## config.mk

```make
export PLATFORM = sky130hd
export DESIGN_NAME = mc_ctrl
export DESIGN_NICKNAME = d
export VERILOG_FILES = /design/src/rtl/scpu_pkg.sv /design/src/rtl/mc_wait_timer.sv /design/src/rtl/mc_ctrl.sv
export SDC_FILE = /design/constraint.sdc
export NUM_CORES = 1
export LEC_CHECK = 0
export ABC_AREA = 0
export BUFFER_PORTS_ARGS = -buffer_cell sky130_fd_sc_hd__clkbuf_2
export CORE_ASPECT_RATIO = 0.9
export CORE_MARGIN = 3
export CORE_UTILIZATION = 48
export DETAILED_ROUTE_END_ITERATION = 8
export PLACE_DENSITY = 0.78
export SYNTH_ARGS = -nofsm -noshare
export SYNTH_HDL_FRONTEND = slang
export SYNTH_SLANG_ARGS = --single-unit
```

## constraint.sdc

```tcl
create_clock -name clk -period 2 [get_ports clk]
set_clock_uncertainty 0.1 [all_clocks]
set_input_delay 0.4 -clock clk [delete_from_list [all_inputs] [get_ports clk]]
set_output_delay 0.4 -clock clk [all_outputs]
set_load 0.005 [all_outputs]
```

## src/rtl/scpu_pkg.sv

```systemverilog
// Shared encodings for the Scpu multi-cycle control path.
// ALU ops, ISA fields, mux selects and controller states.
package scpu_pkg;

  localparam logic [2:0] ALU_ADD = 3'b000;
  localparam logic [2:0] ALU_SUB = 3'b001;
  localparam logic [2:0] ALU_OR  = 3'b010;
  localparam logic [2:0] ALU_EQ  = 3'b011;

  localparam logic [5:0] OP_RTYPE = 6'b000000;
  localparam logic [5:0] OP_LW    = 6'b100011;
  localparam logic [5:0] OP_SW    = 6'b101011;
  localparam logic [5:0] OP_BEQ   = 6'b000100;
  localparam logic [5:0] OP_J     = 6'b000010;

  localparam logic [5:0] FN_ADD = 6'b100000;
  localparam logic [5:0] FN_SUB = 6'b100010;
  localparam logic [5:0] FN_OR  = 6'b100101;

  localparam logic [1:0] BSEL_RT     = 2'b00;
  localparam logic [1:0] BSEL_FOUR   = 2'b01;
  localparam logic [1:0] BSEL_IMM    = 2'b10;
  localparam logic [1:0] BSEL_IMM_SH = 2'b11;

  localparam logic [1:0] PCSEL_ALU = 2'b00;
  localparam logic [1:0] PCSEL_TGT = 2'b01;
  localparam logic [1:0] PCSEL_JMP = 2'b10;

  typedef enum logic [3:0] {
    S_FETCH,
    S_DECODE,
    S_EXEC_R,
    S_WB_R,
    S_EXEC_ADDR,
    S_MEM_RD,
    S_WB_LD,
    S_MEM_WR,
    S_EXEC_BEQ
  } state_t;

  function automatic logic r_legal(input logic [5:0] fn);
    return (fn == FN_ADD) || (fn == FN_SUB) || (fn == FN_OR);
  endfunction

  function automatic logic [2:0] funct_op(input logic [5:0] fn);
    logic [2:0] op;
    op = ALU_ADD;
    if (fn == FN_SUB)
      op = ALU_SUB;
    else if (fn == FN_OR)
      op = ALU_OR;
    return op;
  endfunction

endpackage

```

## src/rtl/mc_wait_timer.sv

```systemverilog
// Memory wait counter for the multi-cycle controller.
// Flags a timeout when a request has waited LIMIT cycles.
module mc_wait_timer
  import scpu_pkg::*;
#(
  parameter int unsigned LIMIT = 255
) (
  input  logic clk,
  input  logic rst_n,
  input  logic active,
  input  logic ready,
  output logic timeout
);

  localparam logic [7:0] LAST = 8'(LIMIT - 1);

  logic [7:0] cnt;

  assign timeout = active && !ready && (cnt == LAST);

  always_ff @(posedge clk) begin
    if (!rst_n)
      cnt <= '0;
    else if (!active || ready || timeout)
      cnt <= '0;
    else
      cnt <= cnt + 8'd1;
  end

endmodule

```

## src/rtl/mc_ctrl.sv

```systemverilog
// Scpu multi-cycle control unit: fetch/decode/execute/mem/wb
// sequencing with instruction register and memory wait timeout.
module mc_ctrl
  import scpu_pkg::*;
#(
  parameter int unsigned WAIT_LIMIT = 255
) (
  input  logic        clk,
  input  logic        rst_n,
  input  logic [31:0] mem_rdata,
  input  logic        mem_ready,
  input  logic        alu_eq,
  output logic [31:0] ir,
  output logic        mem_req,
  output logic        mem_we,
  output logic        mem_addr_sel,
  output logic [2:0]  alu_op,
  output logic        alu_a_sel,
  output logic [1:0]  alu_b_sel,
  output logic        pc_we,
  output logic [1:0]  pc_sel,
  output logic        tgt_we,
  output logic        reg_we,
  output logic        reg_dst_sel,
  output logic        wb_sel,
  output logic        illegal,
  output logic        mem_err
);

  state_t state;
  state_t nxt;
  logic   is_lw;
  logic   ir_ld;
  logic   wait_act;
  logic   tmo;

  logic [5:0] opc;
  logic [5:0] fn;
  logic       dec_r;
  logic       dec_mem;
  logic       dec_beq;
  logic       dec_j;

  assign opc = ir[31:26];
  assign fn  = ir[5:0];

  assign dec_r   = (opc == OP_RTYPE) && r_legal(fn);
  assign dec_mem = (opc == OP_LW) || (opc == OP_SW);
  assign dec_beq = (opc == OP_BEQ);
  assign dec_j   = (opc == OP_J);

  assign wait_act = (state == S_FETCH)
                 || (state == S_MEM_RD)
                 || (state == S_MEM_WR);

  mc_wait_timer #(
    .LIMIT(WAIT_LIMIT)
  ) u_wait (
    .clk    (clk),
    .rst_n  (rst_n),
    .active (wait_act),
    .ready  (mem_ready),
    .timeout(tmo)
  );

  always_ff @(posedge clk) begin
    if (!rst_n) begin
      state <= S_FETCH;
      ir    <= '0;
      is_lw <= 1'b0;
    end else begin
      state <= nxt;
      if (ir_ld)
        ir <= mem_rdata;
      if (state == S_DECODE)
        is_lw <= (opc == OP_LW);
    end
  end

  // All outputs stay low while reset is held.
  always_comb begin
    nxt          = state;
    ir_ld        = 1'b0;
    mem_req      = 1'b0;
    mem_we       = 1'b0;
    mem_addr_sel = 1'b0;
    alu_op       = ALU_ADD;
    alu_a_sel    = 1'b0;
    alu_b_sel    = BSEL_RT;
    pc_we        = 1'b0;
    pc_sel       = PCSEL_ALU;
    tgt_we       = 1'b0;
    reg_we       = 1'b0;
    reg_dst_sel  = 1'b0;
    wb_sel       = 1'b0;
    illegal      = 1'b0;
    mem_err      = 1'b0;
    if (rst_n) begin
      unique case (state)
        S_FETCH: begin
          mem_req   = 1'b1;
          alu_b_sel = BSEL_FOUR;
          if (mem_ready) begin
            pc_we = 1'b1;
            ir_ld = 1'b1;
            nxt   = S_DECODE;
          end else if (tmo) begin
            mem_err = 1'b1;
          end
        end
        S_DECODE: begin
          alu_b_sel = BSEL_IMM_SH;
          tgt_we    = 1'b1;
          unique case (1'b1)
            dec_r:   nxt = S_EXEC_R;
            dec_mem: nxt = S_EXEC_ADDR;
            dec_beq: nxt = S_EXEC_BEQ;
            dec_j: begin
              pc_we  = 1'b1;
              pc_sel = PCSEL_JMP;
              nxt    = S_FETCH;
            end
            default: begin
              illegal = 1'b1;
              nxt     = S_FETCH;
            end
          endcase
        end
        S_EXEC_R: begin
          alu_op    = funct_op(fn);
          alu_a_sel = 1'b1;
          nxt       = S_WB_R;
        end
        S_WB_R: begin
          alu_op      = funct_op(fn);
          alu_a_sel   = 1'b1;
          reg_we      = 1'b1;
          reg_dst_sel = 1'b1;
          nxt         = S_FETCH;
        end
        S_EXEC_ADDR: begin
          alu_a_sel = 1'b1;
          alu_b_sel = BSEL_IMM;
          nxt       = is_lw ? S_MEM_RD : S_MEM_WR;
        end
        S_MEM_RD: begin
          mem_req      = 1'b1;
          mem_addr_sel = 1'b1;
          if (mem_ready) begin
            nxt = S_WB_LD;
          end else if (tmo) begin
            mem_err = 1'b1;
            nxt     = S_FETCH;
          end
        end
        S_WB_LD: begin
          reg_we = 1'b1;
          wb_sel = 1'b1;
          nxt    = S_FETCH;
        end
        S_MEM_WR: begin
          mem_req      = 1'b1;
          mem_we       = 1'b1;
          mem_addr_sel = 1'b1;
          if (mem_ready) begin
            nxt = S_FETCH;
          end else if (tmo) begin
            mem_err = 1'b1;
            nxt     = S_FETCH;
          end
        end
        S_EXEC_BEQ: begin
          alu_op    = ALU_EQ;
          alu_a_sel = 1'b1;
          if (alu_eq) begin
            pc_we  = 1'b1;
            pc_sel = PCSEL_TGT;
          end
          nxt = S_FETCH;
        end
        default: nxt = S_FETCH;
      endcase
    end
  end

endmodule

```

# Yosys cells after proc, flatten, opt, wreduce, memory -nomap -nowiden
# Cells that the tools add are included.
[op_classes] n_eq_ne=17 muxes=47 bitwise_logic=1 n_addsub=1 reduce_logical=21
[op_table] cell="$eq A6 B6 Y1 const B" n=5
[op_table] cell="$mux W1" n=30
[op_table] cell="$pmux W4 S6" n=1
[op_table] cell="$eq A4 B3 Y1 const B" n=4
[op_table] cell="$mux W4" n=4
[op_table] cell="$mux W2" n=6
[op_table] cell="$pmux W4 S3" n=1
[op_table] cell="$add A8 B1 Y8 const B" n=1
[op_table] cell="$eq A4 B2 Y1 const B" n=2
[op_table] cell="$eq A8 B8 Y1 const B" n=1
[op_table] cell="$pmux W2 S2" n=2
[op_table] cell="$reduce_or A2 Y1" n=4
[op_table] cell="$reduce_or A4 Y1" n=2
[op_table] cell="$logic_or A1 B1 Y1" n=7
[op_table] cell="$eq A6 B2 Y1 const B" n=1
[op_table] cell="$eq A6 B3 Y1 const B" n=1
[op_table] cell="$logic_not A6 Y1" n=1
[op_table] cell="$pmux W2 S3" n=1
[op_table] cell="$eq A4 B1 Y1 const B" n=1
[op_table] cell="$eq A4 B4 Y1 const B" n=1
[op_table] cell="$logic_not A4 Y1" n=1
[op_table] cell="$logic_and A1 B1 Y1" n=3
[op_table] cell="$mux W3" n=1
[op_table] cell="$pmux W1 S3" n=1
[op_table] cell="other kinds (4)" n=5
[word_totals] regBits=45 wordCells=91 out_inout_bits=50 in_bits=36

# Longest topological paths before layout
# Gate-level depths: netlist of the first run.
[depth] ltp_word=9 ltp_mapped=7

# Modules after synthesis
# A second synthesis of the first run with hierarchy kept.
[unflattened] hier_cells=278 hier_area_um2=2195.9
[by_module_without_submodules] mod="mc_ctrl" cells_each=235 area_each_um2=1818.0 instances=1
[by_module_without_submodules] mod="mc_wait_timer" cells_each=43 area_each_um2=377.9 instances=1

# Worst setup path after synthesis of the first run
# No wires, ideal clock.
[synth_path] kind="register -> output" startpoint="register state[3]" endpoint="output port pc_we" arrival_ns=1.383 setup_slack_ns=0.117 required_time_ns=1.500 n_path_buf=1 stages_incl_launch_ff=6 cell_sequence="dfxtp_1 -> buf_2 -> or4b_1 -> nor2_1 -> a221oi_1 -> a211oi_1"
[synth_between] elab_chain_cells=3 elab_cells_between_ends=5
[synth_rtl] item="from (decl)" line="mc_ctrl.sv:30" text="state_t state;"
[synth_rtl] item="from (signal assigned)" line="mc_ctrl.sv:72" text="state <= nxt;"
[synth_rtl] item="$eq A4 B4 Y1 (tied with other cells)" line="mc_ctrl.sv:99" text="unique case (state)"
[synth_rtl] item="$pmux W1 S3 *" line="mc_ctrl.sv:99"
[synth_rtl] item="$mux W1 *" line="mc_ctrl.sv:98" text="if (rst_n) begin"
[synth_rtl] item="to (decl)" line="mc_ctrl.sv:20" text="output logic pc_we,"
# Every way passes the cells marked *; elsewhere a longest branch is shown, timed or not.

# Final worst setup path of the first run
[layout_path] startpoint="register state[2]" endpoint="output port pc_we"
# Same word-level chain as after synthesis.

==> flow_metrics.py, run 1 <==
metrics = {
    "worst_setup_path": {
        "start_kind": "flop",
        "endpoint": "pc_we",
        "r2r_cells": 6,
        "crit_required_ns": 1.50,
        "r2r-end": "state[1]$_SDFFE_PN0P_",
        "r2r_setup_slack_ns": 0.21,
        "max_stage_delay_ns": 0.54,
        "cp_slowest_cell": "or4b_4",
        "crit_type": "flop to primary output",
        "critPathLaunch": "state[2]$_SDFFE_PN0P_",
        "crit_path_cell_trace": "or4b_4, nor2_4, a221oi_2, a211oi_2, buf_2",
        "reg2reg_from": "state[2]$_SDFFE_PN0P_",
        "cp_max_fo": 2,
        "cp.arrival_ns": 1.70,
        "critPathCaptureType": "primary output",
    },
    "logic_synthesis": {
        "syn_nets": 299,
        "synth_ff_type": "dfxtp_1",
        "synth_cell_types": 43,
        "muxShareOfSynthArea": 0,
        "yosys_warnings": 0,
        "avgSynthCellArea_um2": 8.07,
        "synth_top_family_by_area": "simple AND/OR/NAND/NOR gates",
        "synth_compound_area_frac": 0.186,
        "synthSimpleGateAreaFrac": 0.293,
        "synth_area_mm2": 0.00211,
        "ys_seq_area_frac": 0.428,
        "yosys.area_share.adder": 0.0119,
        "postSynthCellCount": 261,
        "ys_seq_elements": 45,
        "synthXorXnorAreaFrac": 0.0374,
        "synth_edf_count": 0,
        "synthArstFlopShare": 0,
    },
    "final_layout": {
        "antenna_cells": 0,
        "mostFrequentLayoutCells": "77 x clkbuf_2, 71 x nand2_1, 38 x dfxtp_1",
        "final_common_cell": "clkbuf_2",
        "final_nets": 407,
        "stdcell_area_mm2": 0.00307,
        "fin_util": 0.739,
        "areaGrowthSynthToFinish_pct": 45.8,
        "drive_gt1_frac": 0.430,
    },
    "grt": {
        "antenna_found_initial": 0,
        "gr-total-overflow": 0,
        "grtUsageTotal": 0.215,
        "grt_pass1_wl_um": 8540,
        "grt_pass1_vias": 1893,
        "grt_max_degree": 37,
    },
    "sta": {
        "layout_min_cycle_time_ns": 2.20,
        "timing.final.crit_share": 1.10,
        "rsz0062_at_grt": "true",
        "max_freq_ghz": 0.455,
        "fin_hold_ws_ns": 0.216,
        "drv_slew": 0,
        "finalWorstSetupSlack_ns": -0.195,
        "hold_viol": 0,
        "setup_viol": 5,
    },
    "cts": {
        "clock-sinks": 45,
        "htree_num_levels": 2,
        "insertion_delay_ns": 0.30,
        "cts_hold_buf": 0,
        "cts_buffer_depth": 2,
        "numCtsBuffers": 5,
        "clkTransAtPathRegs_ns": 0.09,
        "cts_root_buffer": "clkbuf_8",
        "cts_tree": "done",
    },
    "floorplanning": {
        "coreArea_mm2": 0.00416,
        "chipHeight_um": 68.9,
        "die_area_mm2": 0.00522,
        "start_util": 0.507,
        "fp.dieW_um": 75.8,
        "fp-row-count": 22,
        "ios": 86,
    },
    "power": {
        "peakVddDrop_mv": 0.609,
        "power_density_mw_per_mm2": 646,
        "total_power_w": 0.00198,
        "leakagePower_nw": 1.38,
    },
    "status": {
        "violations": "setup timing",
        "outcome": "finished with violations",
    },
    "route": {
        "drc": 0,
        "drtIter0Drc": 111,
        "wl_per_cell_um": 13.6,
        "routed_via_density": 5.00,
        "vias": 2149,
        "drtPass1Iterations": 4,
        "drtAntennaViolNets": 0,
        "drt_wl_total_um": 5850,
    },
    "placement": {
        "dpl.hpwl_um": 3730,
        "port_buffers": 84,
        "place_area_mm2": 0.00264,
        "place_congestion": 0.804,
    },
    "worst_hold_path": {
        "hold_path_class": "input port to flop",
    },
    "flow_run": {
        "drv_cap": 0,
    },
}
kinds of logic after synthesis:
group           count (synthesis)
compound gates                 50
xor+xnor                        9
fa+ha+maj                       2
buf+inv                        20
flops                          45
other cells                     1
simple gates                  134
where the power goes:
part	internal [W]	leakage [nW]	total [W]	switching, W
Sequential	0.000938	0.371	0.000966	0.0000273
Clock	0.000406	0.0574	0.000715	0.000309
Combinational	0.000148	0.950	0.000303	0.000155
worst max-delay path: cells and delay by family (launching register included):
kind	cells	cell delay, ns
AO/OA/AOI/OAI	2	0.23
flip-flops	1	0.34
AND/OR/NAND/NOR	2	0.68
buffers and inverters	1	0.15
metal layers:
layer  track usage  wire [µm]
met2         0.333       2800
met4        0.0917        114
met3        0.0565        369
met1         0.282       2560
met5             0          0
state kept, by name, summed over array words and instances, names as in the netlist:
signal      cells
is_lw           1
u_wait.cnt      8
state           4
ir             32
per-stage QoR:
step           setup TNS (ns)  setup WS, ns  instances
2_1_floorplan               0         0.117        261
3_3_place_gp                0        0.0395        403
3_5_place_dp         -0.00231      -0.00231        403
4_1_cts                -0.677        -0.254        421
5_1_grt                 -1.07        -0.263        430
6_report               -0.624        -0.195        430
synth_stat cells, types with 3 or more instances:
library cell / number / area [µm²]
nand2_1: 72 / 270
nor3b_1: 3 / 22.5
a21oi_1: 4 / 20.0
xor2_1: 4 / 35.0
nor2b_1: 3 / 18.8
nand3_1: 4 / 20.0
nor2_1: 22 / 82.6
xnor2_1: 5 / 43.8
dfxtp_1: 45 / 901
nand2b_1: 5 / 31.3
nor3_1: 6 / 30.0
a21boi_1: 6 / 45.0
clkbuf_1: 10 / 37.5
buf_2: 7 / 35.0
a21boi_0: 26 / 195
layout make-up:
| class | count | area (µm²) |
|---|---|---|
| Clock buffer | 6 | 82.6 |
| Clock inverter | 2 | 37.5 |
| Fill cell | 309 | 1080 |
| Inverter | 2 | 7.51 |
| Multi-Input combinational cell | 196 | 1230 |
| Sequential cell | 45 | 910 |
| Tap cell | 60 | 75.1 |
| Timing Repair Buffer | 119 | 732 |
how the worst min path moves through the flow:
stage	startpoint	endpoint	depth (start not counted)
after floorplan	u_wait.cnt[0]$_SDFF_PP0_	u_wait.cnt[0]$_SDFF_PP0_	1
after global placement	ir[11]$_SDFFE_PN0P_	ir[11]$_SDFFE_PN0P_	2
after detailed placement	ir[11]$_SDFFE_PN0P_	ir[11]$_SDFFE_PN0P_	2
after CTS	mem_rdata[8]	ir[8]$_SDFFE_PN0P_	3
after global routing	mem_rdata[14]	ir[14]$_SDFFE_PN0P_	3
final	mem_rdata[8]	ir[8]$_SDFFE_PN0P_	3
repair_timing:
item                                    4_1_cts  5_1_grt
endpoints found under the setup margin        8       11
setup buffers                                10        9
gates resized for setup                      26       20
gates cloned                                  0        0
pin swaps                                     9        9
No activity file was read; power rests on OpenSTA's default activity.
==> inputs of run 2 (changes only) <==
- CORE_ASPECT_RATIO: 0.9 -> 1.2
==> flow_metrics.py, run 2 (same netlist as run 1, synthesis figures left out) <==
metrics = {
    "worst_setup_path": {
        "critPathLaunch": "ir[29]$_SDFFE_PN0P_",
        "r2r_cells": 6,
        "max_stage_delay_ns": 0.59,
        "critPathCaptureType": "primary output",
        "start_kind": "flop",
        "r2r_setup_slack_ns": 0.25,
        "cp_slowest_cell": "or4_4",
        "r2r-end": "state[1]$_SDFFE_PN0P_",
        "reg2reg_from": "state[2]$_SDFFE_PN0P_",
        "crit_path_cell_trace": "or4_4, a2111oi_4, nor4b_2, clkbuf_2",
        "cp.arrival_ns": 1.70,
        "cp_max_fo": 4,
        "crit_type": "flop to primary output",
        "crit_required_ns": 1.50,
    },
    "route": {
        "routed_via_density": 5.14,
        "drc": 0,
        "drtAntennaViolNets": 0,
        "drtIter0Drc": 142,
        "drt_wl_total_um": 5240,
        "wl_per_cell_um": 12.8,
        "vias": 2104,
        "drtPass1Iterations": 5,
    },
    "status": {
        "outcome": "finished with violations",
        "violations": "setup timing",
    },
    "worst_hold_path": {
        "hold_path_class": "input port to flop",
        "min_from": "mem_rdata[5]",
        "min_path_cells": 3,
        "min_to": "ir[5]$_SDFFE_PN0P_",
    },
    "floorplanning": {
        "coreArea_mm2": 0.00410,
        "chipHeight_um": 78.6,
        "fp-row-count": 25,
        "ios": 86,
        "fp.dieW_um": 66.5,
        "die_area_mm2": 0.00522,
        "start_util": 0.514,
    },
    "power": {
        "peakVddDrop_mv": 0.541,
        "total_power_w": 0.00189,
        "leakagePower_nw": 1.29,
        "power_density_mw_per_mm2": 653,
        "seqPwrFrac": 0.511,
        "p_sw_w": 0.000452,
        "sw_frac_of_total": 0.239,
        "clockPowerShare": 0.342,
        "combPwrFrac": 0.147,
        "p_int_w": 0.00144,
    },
    "final_layout": {
        "top_register": "ir",
        "fillers": 348,
        "drive_gt1_frac": 0.389,
        "antenna_cells": 0,
        "largest_register_ffs": 32,
        "regArea_um2": 906,
        "stdcell_area_mm2": 0.00289,
        "areaGrowthSynthToFinish_pct": 37.2,
        "final_nets": 393,
        "multi_input_area_mm2": 0.00120,
        "top_regs": "ir x32, u_wait.cnt x8, state x4",
        "mostFrequentLayoutCells": "81 x clkbuf_2, 71 x nand2_1, 41 x dfxtp_1",
        "fin_util": 0.705,
        "final_common_cell": "clkbuf_2",
    },
    "cts": {
        "htree_num_levels": 2,
        "clkTransAtPathRegs_ns": 0.07,
        "cts_root_buffer": "clkbuf_8",
        "clock-sinks": 45,
        "cts_tree": "done",
        "cts_hold_buf": 0,
        "cts_buffer_depth": 2,
        "insertion_delay_ns": 0.29,
        "numCtsBuffers": 5,
    },
    "placement": {
        "place_area_mm2": 0.00267,
        "place_congestion": 0.858,
        "port_buffers": 84,
        "dpl.hpwl_um": 3910,
    },
    "sta": {
        "rsz0062_at_grt": "true",
        "finalWorstSetupSlack_ns": -0.200,
        "layout_min_cycle_time_ns": 2.20,
        "drv_slew": 0,
        "fin_hold_ws_ns": 0.220,
        "timing.final.crit_share": 1.10,
        "setup_viol": 8,
        "max_freq_ghz": 0.455,
        "hold_viol": 0,
    },
    "flow_run": {
        "drv_cap": 0,
    },
    "grt": {
        "grt_pass1_wl_um": 8710,
        "gr-total-overflow": 0,
        "grt_max_degree": 33,
        "antenna_found_initial": 0,
        "grt_pass1_vias": 1982,
        "grtUsageTotal": 0.213,
    },
}
run 2: changes by cell type in the layout (fill, tap and decap cells not counted), sizes merged:
cell / change
clkinv: +1
clkbuf: +3
buf: -18
clkinvlp: -1
run 2: cell type report:
cell class | count | share of cell area
clock inverters | 2 | 0.0121
well taps | 54 | 0.0234
multi-input cells | 196 | 0.416
flip-flops and latches | 45 | 0.313
clock buffers | 5 | 0.0238
inverters | 2 | 0.00260
repair buffers | 105 | 0.209
run 2: how the worst max path moves through the flow:
stage / depth (start not counted) / to / slack, ns
floorplan: 5 / pc_we / 0.12
global placement: 4 / illegal / 0.05
detailed placement: 4 / illegal / 0.01
CTS: 5 / pc_we / -0.25
global route: 5 / pc_we / -0.28
finish: 4 / illegal / -0.20
run 2: repair_timing:
item                       in CTS  in global routing
setup endpoints to repair       8                 10
pin swaps                       9                  7
resized for setup              16                 16
buffers inserted                1                  0
run 2: power by group through the flow:
stage          Combinational (W)  Sequential, W  Clock (W)
2_1_floorplan           0.000134       0.000988          0
3_3_place_gp            0.000262       0.000983          0
3_5_place_dp            0.000266       0.000985          0
4_1_cts                 0.000276       0.000965   0.000667
5_1_grt                 0.000313       0.000972   0.000695
6_report                0.000278       0.000965   0.000645
run 2: through the flow:
stage / setup WS, ns / std cells / setup TNS [ns]
floorplan: 0.117 / 261 / 0
global route: -0.279 / 409 / -1.56
detailed placement: 0.0137 / 401 / 0
finish: -0.200 / 409 / -0.889
global placement: 0.0473 / 401 / 0
CTS: -0.246 / 409 / -0.813
run 2: layer usage:
layer / vias to the layer above / GRT usage / share of wire
met1: 969 / 0.245 / 0.42
met2: 63 / 0.362 / 0.50
met4: 0 / 0.0833 / 0.017
met3: 8 / 0.0629 / 0.062
li1: 1064 / - / -
met5: - / 0 / 0
run 2: worst max-delay path, delay by kind of cell, from the launching register on:
family | cells | cell delay [ns]
AND/OR/NAND/NOR | 2 | 0.69
buffers and inverters | 1 | 0.13
AO/OA/AOI/OAI | 1 | 0.28
flip-flops | 1 | 0.32
